[src/rtl/uart_rx_if.sv]
// rtl/uart_rx_if.sv - serial line, read acknowledge and receive status bundle for uart_rx
interface uart_rx_if;
    logic       rx;
    logic       re;
    logic [7:0] dout;
    logic       valid;
    logic       busy;
    logic       frame_err;
    logic       overrun;

    modport master (
        output rx,
        output re,
        input  dout,
        input  valid,
        input  busy,
        input  frame_err,
        input  overrun
    );

    modport slave (
        input  rx,
        input  re,
        output dout,
        output valid,
        output busy,
        output frame_err,
        output overrun
    );
endinterface

[src/rtl/uart_rx.sv]
// rtl/uart_rx.sv - 8N1 UART receiver with mid-bit sampling and sticky framing/overrun flags
module uart_rx #(
    parameter int CLKS_PER_BIT = 1000
) (
    input  logic      clk,
    input  logic      rst_n,
    uart_rx_if.slave  bus
);
    localparam logic [15:0] HALF_M1 = 16'(CLKS_PER_BIT / 2 - 1);
    localparam logic [15:0] FULL_M1 = 16'(CLKS_PER_BIT - 1);

    typedef enum logic [1:0] {
        IDLE      = 2'd0,
        START_BIT = 2'd1,
        DATA_BITS = 2'd2,
        STOP_BIT  = 2'd3
    } state_t;

    state_t      state_q;
    logic [15:0] count_q;
    logic [2:0]  index_q;
    logic [7:0]  shift_q;
    logic [7:0]  dout_q;
    logic        valid_q;
    logic        busy_q;
    logic        frame_err_q;
    logic        overrun_q;
    logic        armed_q;
    logic        sync1_q;
    logic        rx_s_q;
    logic        stop_done;

    always_ff @(posedge clk or negedge rst_n) begin
        if (!rst_n) begin
            sync1_q <= 1'b1;
            rx_s_q  <= 1'b1;
        end else begin
            sync1_q <= bus.rx;
            rx_s_q  <= sync1_q;
        end
    end

    assign stop_done = (state_q == STOP_BIT) && (count_q == FULL_M1);

    // armed_q keeps a held-low line (break) from retriggering until it has been seen high
    always_ff @(posedge clk or negedge rst_n) begin
        if (!rst_n) begin
            state_q     <= IDLE;
            count_q     <= 16'd0;
            index_q     <= 3'd0;
            shift_q     <= 8'h00;
            dout_q      <= 8'h00;
            valid_q     <= 1'b0;
            busy_q      <= 1'b0;
            frame_err_q <= 1'b0;
            overrun_q   <= 1'b0;
            armed_q     <= 1'b0;
        end else begin
            case (state_q)
                IDLE: begin
                    if (!rx_s_q && armed_q) begin
                        state_q <= START_BIT;
                        busy_q  <= 1'b1;
                        count_q <= 16'd0;
                        index_q <= 3'd0;
                    end else if (rx_s_q) begin
                        armed_q <= 1'b1;
                    end
                end
                START_BIT: begin
                    if (count_q == HALF_M1) begin
                        count_q <= 16'd0;
                        if (!rx_s_q) begin
                            state_q <= DATA_BITS;
                        end else begin
                            state_q <= IDLE;
                            busy_q  <= 1'b0;
                        end
                    end else begin
                        count_q <= count_q + 16'd1;
                    end
                end
                DATA_BITS: begin
                    if (count_q == FULL_M1) begin
                        count_q <= 16'd0;
                        shift_q <= {rx_s_q, shift_q[7:1]};
                        index_q <= index_q + 3'd1;
                        if (index_q == 3'd7) begin
                            state_q <= STOP_BIT;
                        end
                    end else begin
                        count_q <= count_q + 16'd1;
                    end
                end
                STOP_BIT: begin
                    if (stop_done) begin
                        count_q <= 16'd0;
                        state_q <= IDLE;
                        busy_q  <= 1'b0;
                        if (!rx_s_q) begin
                            armed_q <= 1'b0;
                        end
                    end else begin
                        count_q <= count_q + 16'd1;
                    end
                end
                default: begin
                    state_q <= IDLE;
                    busy_q  <= 1'b0;
                end
            endcase

            // A completing byte takes priority over a simultaneous read acknowledge
            if (stop_done && rx_s_q) begin
                dout_q      <= shift_q;
                valid_q     <= 1'b1;
                frame_err_q <= 1'b0;
                overrun_q   <= valid_q && !bus.re;
            end else if (stop_done) begin
                frame_err_q <= 1'b1;
                if (bus.re) begin
                    valid_q   <= 1'b0;
                    overrun_q <= 1'b0;
                end
            end else if (bus.re) begin
                valid_q     <= 1'b0;
                frame_err_q <= 1'b0;
                overrun_q   <= 1'b0;
            end
        end
    end

    assign bus.dout      = dout_q;
    assign bus.valid     = valid_q;
    assign bus.busy      = busy_q;
    assign bus.frame_err = frame_err_q;
    assign bus.overrun   = overrun_q;
endmodule
[src/flat_wrapper.sv]
// flat-port wrapper written by rule: the top's interface ports become plain ports
module uart_rx_flat 
#(
    parameter int CLKS_PER_BIT = 1000
)
  (clk, rst_n, bus_rx, bus_re, bus_dout, bus_valid, bus_busy, bus_frame_err, bus_overrun);
  uart_rx_if bus_i ();
  input  logic clk;
  input  logic rst_n;
  input wire logic [$bits(bus_i.rx)-1:0] bus_rx;
  input wire logic [$bits(bus_i.re)-1:0] bus_re;
  output wire logic [$bits(bus_i.dout)-1:0] bus_dout;
  output wire logic [$bits(bus_i.valid)-1:0] bus_valid;
  output wire logic [$bits(bus_i.busy)-1:0] bus_busy;
  output wire logic [$bits(bus_i.frame_err)-1:0] bus_frame_err;
  output wire logic [$bits(bus_i.overrun)-1:0] bus_overrun;
  assign bus_i.rx = bus_rx;
  assign bus_i.re = bus_re;
  assign bus_dout = bus_i.dout;
  assign bus_valid = bus_i.valid;
  assign bus_busy = bus_i.busy;
  assign bus_frame_err = bus_i.frame_err;
  assign bus_overrun = bus_i.overrun;
  uart_rx #(.CLKS_PER_BIT(CLKS_PER_BIT)) u_core (.clk(clk), .rst_n(rst_n), .bus(bus_i));
endmodule
[config.mk]
export PLATFORM = sky130hd
export DESIGN_NAME = uart_rx_flat
export DESIGN_NICKNAME = d
export VERILOG_FILES = /design/src/rtl/uart_rx_if.sv /design/src/rtl/uart_rx.sv /design/src/flat_wrapper.sv
export SDC_FILE = /design/constraint.sdc
export NUM_CORES = 1
export LEC_CHECK = 0
export ABC_AREA = 1
export CORE_UTILIZATION = 25
export DETAILED_ROUTE_END_ITERATION = 7
export PLACE_DENSITY = 0.52
export SLEW_MARGIN = 20
export SYNTH_ARGS = -nofsm -noshare
export SYNTH_HDL_FRONTEND = slang
export SYNTH_SLANG_ARGS = --single-unit
export TNS_END_PERCENT = 5
[constraint.sdc]
create_clock -name clk -period 1.9 [get_ports clk]
set_input_delay 0.285 -clock clk [delete_from_list [all_inputs] [get_ports clk]]
set_output_delay 0.285 -clock clk [all_outputs]
set_load 0.005 [all_outputs]
==> run summary, run 1 <==
### Run status
* finished, final reports clean — run status

### Job
* 0 — total of max-cap violations

### Yosys
* sky130_fd_sc_hd__dfrtp_1, sky130_fd_sc_hd__nand2_1, sky130_fd_sc_hd__inv_1 — top area cells in the synthesized netlist
* sky130_fd_sc_hd__nand2_1, sky130_fd_sc_hd__inv_1, sky130_fd_sc_hd__dfrtp_1 — ranking of synthesized cells by instance count
* sky130_fd_sc_hd__dfrtp_1 — library cell with the largest summed area after synthesis
* sky130_fd_sc_hd__dfrtp_1 — predominant post-synthesis flop cell
* 0 — count of warnings emitted by yosys
* 100% — Async S/R FF share, synth
* 8.01 um^2 — mean post-synth cell area
* 299 — syn_nets
* 44 — number of flip-flops and latches in the synthesized netlist
* 47.9% — sequential cell area fraction in the yosys report
* 0 — number of enable-type register cells in the synthesized netlist
* sky130_fd_sc_hd__nand2_1 — count leader, synth
* 0.00231 mm^2 — summed instance area of the synthesized netlist
* 45.6% — top cell type's share of synthesized area
* 28 — Cell variety after synth
* 288 — Syn Inst Count

### Power and ir drop
* 0.917 mW — Switch Pwr
* 39.5% — sequential power share
* 1.80 mW — Cell Int Power
* 28.8% — combinational fraction of design power
* 0.375 mV — Peak supply drop
* 31.7% — relative contribution of the clock network to total power
* 33.8% — switching power share of the total
* 988 mW/mm^2 — Pwr per Cell Area
* 2.72 mW — total power after layout
* 1.28 nW — Leakage

### Drt
* 0 — # DRC
* 82 — Detailed Route Iter0 Violations
* 1893 — total via count after detailed routing
* 4.49 — via count normalized by instance count
* 11.7 um — Avg WL per Cell
* 4.95 mm — total wirelength of the detailed-routed design
* 4 — DR pass1 iterations
* 0 — post-detailed-route count of antenna-violating nets

### STA
* 67.1% — worst slew margin relative to its limit
* 0 — count of endpoints failing hold in the final timing report
* 1.76 ns — clock period minus final worst setup slack
* 0 ns — setup total negative slack
* 92.5% — share of the cycle needed by the critical path after routing
* 0 — max-slew violations
* 0 — Setup-failing EPs final
* 569 MHz — peak clock frequency supported by timing
* 0.494 ns — slew of the pin with the lowest slew margin
* 0.00547 ns — clock tree skew after final layout
* 0.359 ns — hold_ws
* 0.143 ns — slack of the critical path
* true — setup repair after global routing missed its margin

### Setup path
* 1.93 ns — worst endpoint data arrival time
* 0.14 ns — setup slack of the worst register-to-register path
* register — category of the worst setup path capture point
* register — Startpoint Class
* 13 — critical path peak fanout
* register to register — worst setup path class
* u_core.count_q[10] — destination of the worst register-to-register timing path
* 10 — cells on worst reg2reg path
* u_core.count_q[0] — R2R Path Start
* 2.08 ns — endpoint required time on the critical path

### Global routing
* 0 — grt total ovfl
* 1894 — vias in the first global route
* 2.51% — met3 GRT Util
* 8.84 mm — first-pass GRT wire length
* 25 — maximum number of pins on one net before global-route repair
* 17.4% — GR Layer Usage met2
* 0 — initial antenna violation count
* 15.8% — met1 track utilization from global routing
* 11.3% — aggregate global-route resource usage
* met2 — global route hottest layer

### Place
* 15 — number of buffer cells added on primary ports
* 3.60 mm — HPWL after detailed placement
* 0.840 — placer's final routability congestion estimate
* 413 — count of placed standard cells including taps
* 0.148 ns — post-placement worst setup slack
* 0.00261 mm^2 — placed standard-cell area

### Finish
* 0.00275 mm^2 — summed area of non-filler cells in the final layout
* 11.1% — layout cells sized above 1
* 19.2% — area growth from synthesis to final layout
* 0.00110 mm^2 — Seq. cell area
* 422 — final std cells w/o fill
* 976 um^2 — multi-input combinational cell area
* 31.2% — utilization after layout
* 324 — Final nets
* 0 — total inserted antenna cells
* 949 — fill cell count

### CTS
* sky130_fd_sc_hd__clkbuf_8 — buffer type at the clock tree root
* 5 — clock buffers created by TritonCTS
* built — CTS tree
* 44 — CTS Sinks
* 2 — H-tree Lvls
* 0 — Post-CTS Repair Setup Buffers
* 2 — maximum clock path buffer count
* 0 — CTS-repair resized insts
* 0.30 ns — clock network latency to the later pin of the worst-skew pair
* 0.09 ns — clock-pin transition on the worst setup and hold timing paths

### Min path
* u_core.rx_s_q — hold endpoint
* register to register — hold crit path type
* u_core.sync1_q — hold wc startpoint
* 0 — Hold Path Stages

### Floorplanning
* 34 — standard-cell row count
* 98.0 um — vertical extent of the die
* 0.00881 mm^2 — core area
* 16 — Top-Level Pins
* 26.2% — initial core utilization
* 98.0 um — die boundary width
* 0.00961 mm^2 — area of the die

## metal layers
layer,wire (um),vias to the layer above
met4,53,0
met2,2130,39
li1,-,963
met5,0,-
met1,2630,885
met3,141,6
## state kept, by name, summed over array words and instances (netlist names), 3 cells and up, named ones only
register and flops:
u_core.bus.dout 8, u_core.shift_q 8, u_core.count_q 16, u_core.index_q 3
## power groups by stage
stage | combinational [mW] | clock (mW) | sequential [mW]
after floorplan | 0.541 | 0 | 1.08
after global placement | 0.770 | 0 | 1.09
after detailed placement | 0.783 | 0 | 1.09
after CTS | 0.786 | 0.887 | 1.07
after global routing | 0.889 | 0.929 | 1.09
final | 0.783 | 0.861 | 1.07
## cell usage in the layout (no fill, tap or decap), types with 2 or more instances in the layout
cell / netlist / final
sky130_fd_sc_hd__a21oi_1: 2 / 2
sky130_fd_sc_hd__buf_4: 0 / 5
sky130_fd_sc_hd__bufinv_16: 0 / 2
sky130_fd_sc_hd__clkbuf_8: 0 / 5
sky130_fd_sc_hd__clkdlybuf4s50_1: 0 / 14
sky130_fd_sc_hd__dfrtp_1: 42 / 42
sky130_fd_sc_hd__dfstp_2: 2 / 2
sky130_fd_sc_hd__ha_1: 7 / 7
sky130_fd_sc_hd__inv_1: 47 / 47
sky130_fd_sc_hd__inv_2: 2 / 2
sky130_fd_sc_hd__nand2_1: 70 / 70
sky130_fd_sc_hd__nand2_2: 6 / 6
sky130_fd_sc_hd__nand3_1: 15 / 15
sky130_fd_sc_hd__nand4_1: 2 / 2
sky130_fd_sc_hd__nor2_1: 21 / 21
sky130_fd_sc_hd__nor2_2: 2 / 2
sky130_fd_sc_hd__nor3_1: 5 / 5
sky130_fd_sc_hd__o21ai_0: 31 / 31
sky130_fd_sc_hd__o21ai_1: 4 / 4
sky130_fd_sc_hd__o21ai_2: 3 / 3
sky130_fd_sc_hd__o21bai_1: 2 / 2
sky130_fd_sc_hd__o22ai_1: 9 / 9
sky130_fd_sc_hd__xor2_1: 5 / 5
## kinds of logic after synthesis
kind of cell,share of synthesized area (%)
adder cells (fa/ha/maj),3.80
AO/OA/AOI/OAI,12.6
XOR/XNOR,2.28
buffers and inverters,9.82
AND/OR/NAND/NOR,23.6
flip-flops,47.9
## critical path, stage by stage, from the launching register on
cell                      delay [ns]
sky130_fd_sc_hd__dfrtp_1        0.39
sky130_fd_sc_hd__ha_1           0.22
sky130_fd_sc_hd__nand2_1        0.10
sky130_fd_sc_hd__inv_1          0.06
sky130_fd_sc_hd__nand2_1        0.05
sky130_fd_sc_hd__nor2_2         0.12
sky130_fd_sc_hd__nand2_2        0.10
sky130_fd_sc_hd__o21ai_2        0.10
sky130_fd_sc_hd__nand2_2        0.12
sky130_fd_sc_hd__nand2_2        0.25
sky130_fd_sc_hd__o21ai_0        0.13
## area by class of cell
cell class | count | area share (%)
Multi-Input combinational cell | 190 | 35.5
Tap cell | 108 | 4.92
Timing Repair Buffer | 22 | 7.74
Inverter | 50 | 6.87
Clock inverter | 2 | 2.18
Sequential cell | 44 | 40.1
Clock buffer | 6 | 2.64
## worst max path at each step
stage,from,end,cells after the start
2_1_floorplan,u_core.count_q[0],u_core.bus.dout[1],10
3_3_place_gp,u_core.count_q[0],u_core.bus.dout[7],9
3_5_place_dp,u_core.count_q[0],u_core.count_q[10],10
4_1_cts,u_core.count_q[0],u_core.count_q[10],10
5_1_grt,u_core.count_q[0],u_core.count_q[0],10
6_report,u_core.count_q[0],u_core.count_q[10],10
## repair_timing
action / CTS / global route
hold endpoints to repair: 19 / 0
hold buffers: 1 / 0
setup endpoints to repair: 0 / 13
(Power assumes the default switching activity.)
==> run 2: changes to the inputs <==
Clock period 1.9 ns to 2.1 ns, I/O delays scaled along.
==> run summary, run 2 (same netlist as run 1, synthesis figures left out) <==
### STA
* 0 ns — setup total negative slack
* 69.7% — worst slew margin relative to its limit
* false — setup repair after global routing missed its margin
* 1.80 ns — clock period minus final worst setup slack
* 0.00597 ns — clock tree skew after final layout
* 0.454 ns — slew of the pin with the lowest slew margin
* 0 — max-slew violations
* 0 — Setup-failing EPs final
* 555 MHz — peak clock frequency supported by timing
* 0 — count of endpoints failing hold in the final timing report
* 85.9% — share of the cycle needed by the critical path after routing

### Floorplanning
* 26.2% — initial core utilization
* 0.00881 mm^2 — core area
* 0.00961 mm^2 — area of the die
* 98.0 um — vertical extent of the die
* 98.0 um — die boundary width
* 34 — standard-cell row count
* 16 — Top-Level Pins

### Setup path
* 0.30 ns — setup slack of the worst register-to-register path
* 2.27 ns — endpoint required time on the critical path
* register — Startpoint Class
* 10 — cells on worst reg2reg path
* register to register — worst setup path class
* register — category of the worst setup path capture point
* u_core.count_q[0] — Critical Path Source
* 13 — critical path peak fanout
* u_core.count_q[0] — R2R Path Start
* 1.97 ns — worst endpoint data arrival time

### Min path
* u_core.sync1_q — hold wc startpoint
* register to register — hold crit path type
* 0 — Hold Path Stages

### Finish
* 0.00110 mm^2 — Seq. cell area
* 320 — Final nets
* 944 — fill cell count
* u_core.count_q — largest reg by FF count
* sky130_fd_sc_hd__nand2_1, sky130_fd_sc_hd__inv_1, sky130_fd_sc_hd__dfrtp_1 — commonest cells after routing, fill and taps aside
* 10.3% — layout cells sized above 1
* 976 um^2 — multi-input combinational cell area
* 16 — max FFs per register
* sky130_fd_sc_hd__nand2_1 — commonest non-fill, non-tap cell in the layout
* 0 — total inserted antenna cells
* 16.4% — area growth from synthesis to final layout

### Power and ir drop
* 823 mW/mm^2 — Pwr per Cell Area
* 44.0% — sequential power share
* 0.811 mW — Switch Pwr
* 29.9% — combinational fraction of design power
* 1.40 mW — Cell Int Power
* 0.428 mV — Peak supply drop
* 1.23 nW — Leakage
* 26.1% — relative contribution of the clock network to total power
* 36.7% — switching power share of the total
* 2.21 mW — total power after layout

### Place
* 3.50 mm — HPWL after detailed placement
* 0.831 — placer's final routability congestion estimate
* 15 — number of buffer cells added on primary ports

### Global routing
* 10.7% — aggregate global-route resource usage
* 0 — initial antenna violation count
* 8.38 mm — first-pass GRT wire length
* 0 — grt total ovfl
* 1795 — vias in the first global route
* 28 — maximum number of pins on one net before global-route repair

### Drt
* 0 — # DRC
* 1845 — total via count after detailed routing
* 4 — DR pass1 iterations
* 4.73 mm — total wirelength of the detailed-routed design
* 0 — post-detailed-route count of antenna-violating nets
* 4.41 — via count normalized by instance count
* 11.3 um — Avg WL per Cell
* 74 — Detailed Route Iter0 Violations

### Job
* 0 — total of max-cap violations

### CTS
* 0 — CTS-repair resized insts
* 44 — CTS Sinks
* 2 — maximum clock path buffer count
* built — CTS tree
* 0.09 ns — clock-pin transition on the worst setup and hold timing paths
* sky130_fd_sc_hd__clkbuf_8 — buffer type at the clock tree root
* 5 — clock buffers created by TritonCTS
* 0.30 ns — clock network latency to the later pin of the worst-skew pair
* 2 — H-tree Lvls
* 0 — Post-CTS Repair Setup Buffers

### Run status
* finished, final reports clean — run status

==> run 2: changes by cell type in the layout (fill, tap and decap cells not counted) <==
cell,previous run,this run
sky130_fd_sc_hd__bufinv_16,2,0
sky130_fd_sc_hd__clkbuf_8,5,6
sky130_fd_sc_hd__buf_4,5,1
sky130_fd_sc_hd__clkinvlp_4,0,2
sky130_fd_sc_hd__clkbuf_1,1,0
==> run 2: critical path: stages, from the launching register on <==
cell and delay, ns:
sky130_fd_sc_hd__dfrtp_1 0.39, sky130_fd_sc_hd__ha_1 0.22, sky130_fd_sc_hd__nand2_1 0.10, sky130_fd_sc_hd__inv_1 0.06, sky130_fd_sc_hd__nand2_1 0.05, sky130_fd_sc_hd__nor2_2 0.15
sky130_fd_sc_hd__nand2_2 0.11, sky130_fd_sc_hd__o21ai_2 0.10, sky130_fd_sc_hd__nand2_2 0.11, sky130_fd_sc_hd__nand2_2 0.25, sky130_fd_sc_hd__o22ai_1 0.12
==> run 2: through the flow <==
stage / util (%) / setup WS [ns] / instance area (um^2) / cells / hold slack, ns
CTS: 30.5 / 0.258 / 2680 / 418 / 0.363
global placement: 29.3 / 0.297 / 2580 / 409 / 0.291
global route: 30.5 / 0.121 / 2680 / 418 / 0.364
floorplan: - / 0.576 / 2310 / 288 / 0.0194
finish: 30.5 / 0.297 / 2680 / 418 / 0.361
detailed placement: 29.3 / 0.282 / 2580 / 409 / 0.290
==> run 2: worst paths after layout <==
| kind | endpoint |
|---|---|
| max reg2reg | u_core.count_q[4] |
| min reg2reg | u_core.rx_s_q |
| min in group asynchronous | u_core.count_q[13] |
| max | u_core.count_q[4] |
| max in group asynchronous | u_core.count_q[8] |
| min | u_core.rx_s_q |
==> run 2: power groups by stage <==
stage / sequential (mW) / clock [mW] / combinational (mW)
after floorplan: 0.977 / 0 / 0.489
after global placement: 0.983 / 0 / 0.662
after detailed placement: 0.986 / 0 / 0.662
after CTS: 0.971 / 0.600 / 0.668
after global routing: 0.980 / 0.628 / 0.765
final: 0.972 / 0.575 / 0.660
==> run 2: final cells by class <==
type,count,share of cell area (%)
multi-input cells,190,36.4
clock inverters,2,0.559
repair buffers,18,6.81
inverters,50,7.04
clock buffers,6,3.08
well taps,108,5.03
flip-flops and latches,44,41.1
==> run 2: repair_timing <==
action                     4_1_cts  5_1_grt
setup endpoints to repair        0        0
hold buffers                     1        0
hold endpoints to repair        15        0
==> run 2: per-layer routing <==
layer | track usage, % | part of all wire [%] | routed length (um) | up-vias
met5 | 0 | 0 | 0 | -
met4 | 2.45 | 0.53 | 25 | 0
met3 | 1.93 | 2.9 | 137 | 4
met2 | 17.6 | 44 | 2100 | 20
met1 | 14.7 | 52 | 2470 | 869
li1 | - | - | - | 952
==> run 3: changes to the inputs <==
Settings changed: DONT_BUFFER_PORTS set to 1, PLACE_DENSITY 0.52 to 0.5.
==> run summary, run 3 (same netlist as run 1, synthesis figures left out) <==
### Floorplanning
* 0.00961 mm^2 — area of the die
* 16 — Top-Level Pins
* 98.0 um — die boundary width
* 0.00881 mm^2 — core area
* 98.0 um — vertical extent of the die
* 34 — standard-cell row count
* 26.2% — initial core utilization

### CTS
* 2 — maximum clock path buffer count
* 2 — H-tree Lvls
* built — CTS tree
* 0 — CTS-repair resized insts
* 0.09 ns — clock-pin transition on the worst setup and hold timing paths
* 0.30 ns — clock network latency to the later pin of the worst-skew pair
* 5 — clock buffers created by TritonCTS
* 44 — CTS Sinks
* 0 — Post-CTS Repair Setup Buffers
* sky130_fd_sc_hd__clkbuf_8 — buffer type at the clock tree root

### STA
* 0.375 ns — slew of the pin with the lowest slew margin
* 547 MHz — peak clock frequency supported by timing
* 1.83 ns — clock period minus final worst setup slack
* 0 ns — setup total negative slack
* 0 — Setup-failing EPs final
* 87.1% — share of the cycle needed by the critical path after routing
* 0 — max-slew violations
* 0.0109 ns — clock tree skew after final layout
* 74.9% — worst slew margin relative to its limit
* false — setup repair after global routing missed its margin
* 0 — count of endpoints failing hold in the final timing report

### Global routing
* 45 — maximum number of pins on one net before global-route repair
* 1769 — vias in the first global route
* 8.14 mm — first-pass GRT wire length
* 0 — grt total ovfl
* 10.4% — aggregate global-route resource usage
* 0 — initial antenna violation count

### Place
* 3.40 mm — HPWL after detailed placement
* 0 — number of buffer cells added on primary ports
* 0.864 — placer's final routability congestion estimate
* 394 — count of placed standard cells including taps

### Drt
* 0 — # DRC
* 4 — DR pass1 iterations
* 0 — post-detailed-route count of antenna-violating nets
* 94 — Detailed Route Iter0 Violations
* 4.74 mm — total wirelength of the detailed-routed design
* 4.37 — via count normalized by instance count
* 11.7 um — Avg WL per Cell
* 1769 — total via count after detailed routing

### Power and ir drop
* 1.21 nW — Leakage
* 909 mW/mm^2 — Pwr per Cell Area
* 2.35 mW — total power after layout
* 0.418 mV — Peak supply drop

### Setup path
* register — Startpoint Class
* 13 — critical path peak fanout
* 2.27 ns — endpoint required time on the critical path
* u_core.count_q[0] — R2R Path Start
* 1.99 ns — worst endpoint data arrival time
* register — category of the worst setup path capture point
* register to register — worst setup path class
* u_core.count_q[0] — Critical Path Source

### Finish
* 16 — max FFs per register
* sky130_fd_sc_hd__nand2_1, sky130_fd_sc_hd__inv_1, sky130_fd_sc_hd__dfrtp_1 — commonest cells after routing, fill and taps aside
* 12.2% — area growth from synthesis to final layout
* u_core.count_q — largest reg by FF count
* 0 — total inserted antenna cells
* 405 — final std cells w/o fill
* 307 — Final nets
* 10.8% — layout cells sized above 1
* sky130_fd_sc_hd__nand2_1 — commonest non-fill, non-tap cell in the layout

### Run status
* finished, final reports clean — run status

### Min path
* bus_re — hold wc startpoint
* input pin to register — hold crit path type

### Job
* 0 — total of max-cap violations

==> run 3: cell types whose count changed in the layout (fill, tap and decap cells not counted), sizes merged <==
cell           delta
clkinvlp          -2
dlygate4sd3       +1
bufinv            +1
clkinv            +1
clkdlybuf4s50    -14
==> run 3: stage by stage <==
stage	util (%)	setup slack, ns	instance area (um^2)	hold slack [ns]
after floorplan	-	0.576	2310	0.0194
after global placement	27.5	0.388	2420	0.0205
after detailed placement	27.5	0.305	2420	0.0206
after CTS	29.4	0.280	2590	0.0994
after global routing	29.4	0.0889	2590	0.0989
final	29.4	0.272	2590	0.106
==> run 3: final cells by class <==
cell class | instances | area (um^2)
Clock inverter | 2 | 38.8
Tap cell | 108 | 135
Clock buffer | 6 | 82.6
Inverter | 50 | 189
Multi-Input combinational cell | 190 | 976
Fill cell | 943 | 6220
Timing Repair Buffer | 5 | 62.6
Sequential cell | 44 | 1100
==> run 3: report_power, final <==
part / leakage (nW) / switching, mW / total (mW) / internal (mW)
Clock: 0.0614 / 0.306 / 0.695 / 0.389
Sequential: 0.599 / 0.0570 / 0.973 / 0.916
Combinational: 0.551 / 0.473 / 0.683 / 0.210
Total: 1.21 / 0.836 / 2.35 / 1.52
==> run 3: worst paths after layout <==
path / slack (ns) / cells after the start / to
max in group asynchronous: 1.34 / 2 / u_core.rx_s_q
min in group asynchronous: 0.50 / 2 / u_core.index_q[1]
max reg2reg: 0.27 / 10 / u_core.count_q[10]
min reg2reg: 0.36 / 0 / u_core.rx_s_q
min: 0.11 / 1 / u_core.bus.valid
max: 0.27 / 10 / u_core.count_q[10]
==> run 3: critical path, cell delays in order (launching register included) <==
cell	delay, ns
sky130_fd_sc_hd__dfrtp_1	0.40
sky130_fd_sc_hd__ha_1	0.22
sky130_fd_sc_hd__nand2_1	0.10
sky130_fd_sc_hd__inv_1	0.07
sky130_fd_sc_hd__nand2_1	0.06
sky130_fd_sc_hd__nor2_2	0.14
sky130_fd_sc_hd__nand2_2	0.10
sky130_fd_sc_hd__o21ai_2	0.10
sky130_fd_sc_hd__nand2_2	0.11
sky130_fd_sc_hd__nand2_2	0.26
sky130_fd_sc_hd__o21ai_0	0.14
==> run 3: layer usage <==
metal / track usage (%) / wire [um] / up-vias
met2: 17.0 / 2100 / 28
li1: - / - / 929
met3: 1.93 / 173 / 4
met5: 0 / 0 / -
met4: 3.15 / 33 / 0
met1: 13.9 / 2430 / 808
==> run 3: what timing repair did <==
item	in CTS	in global routing
hold buffers	3	0
setup endpoints to repair	0	0
hold endpoints to repair	45	0
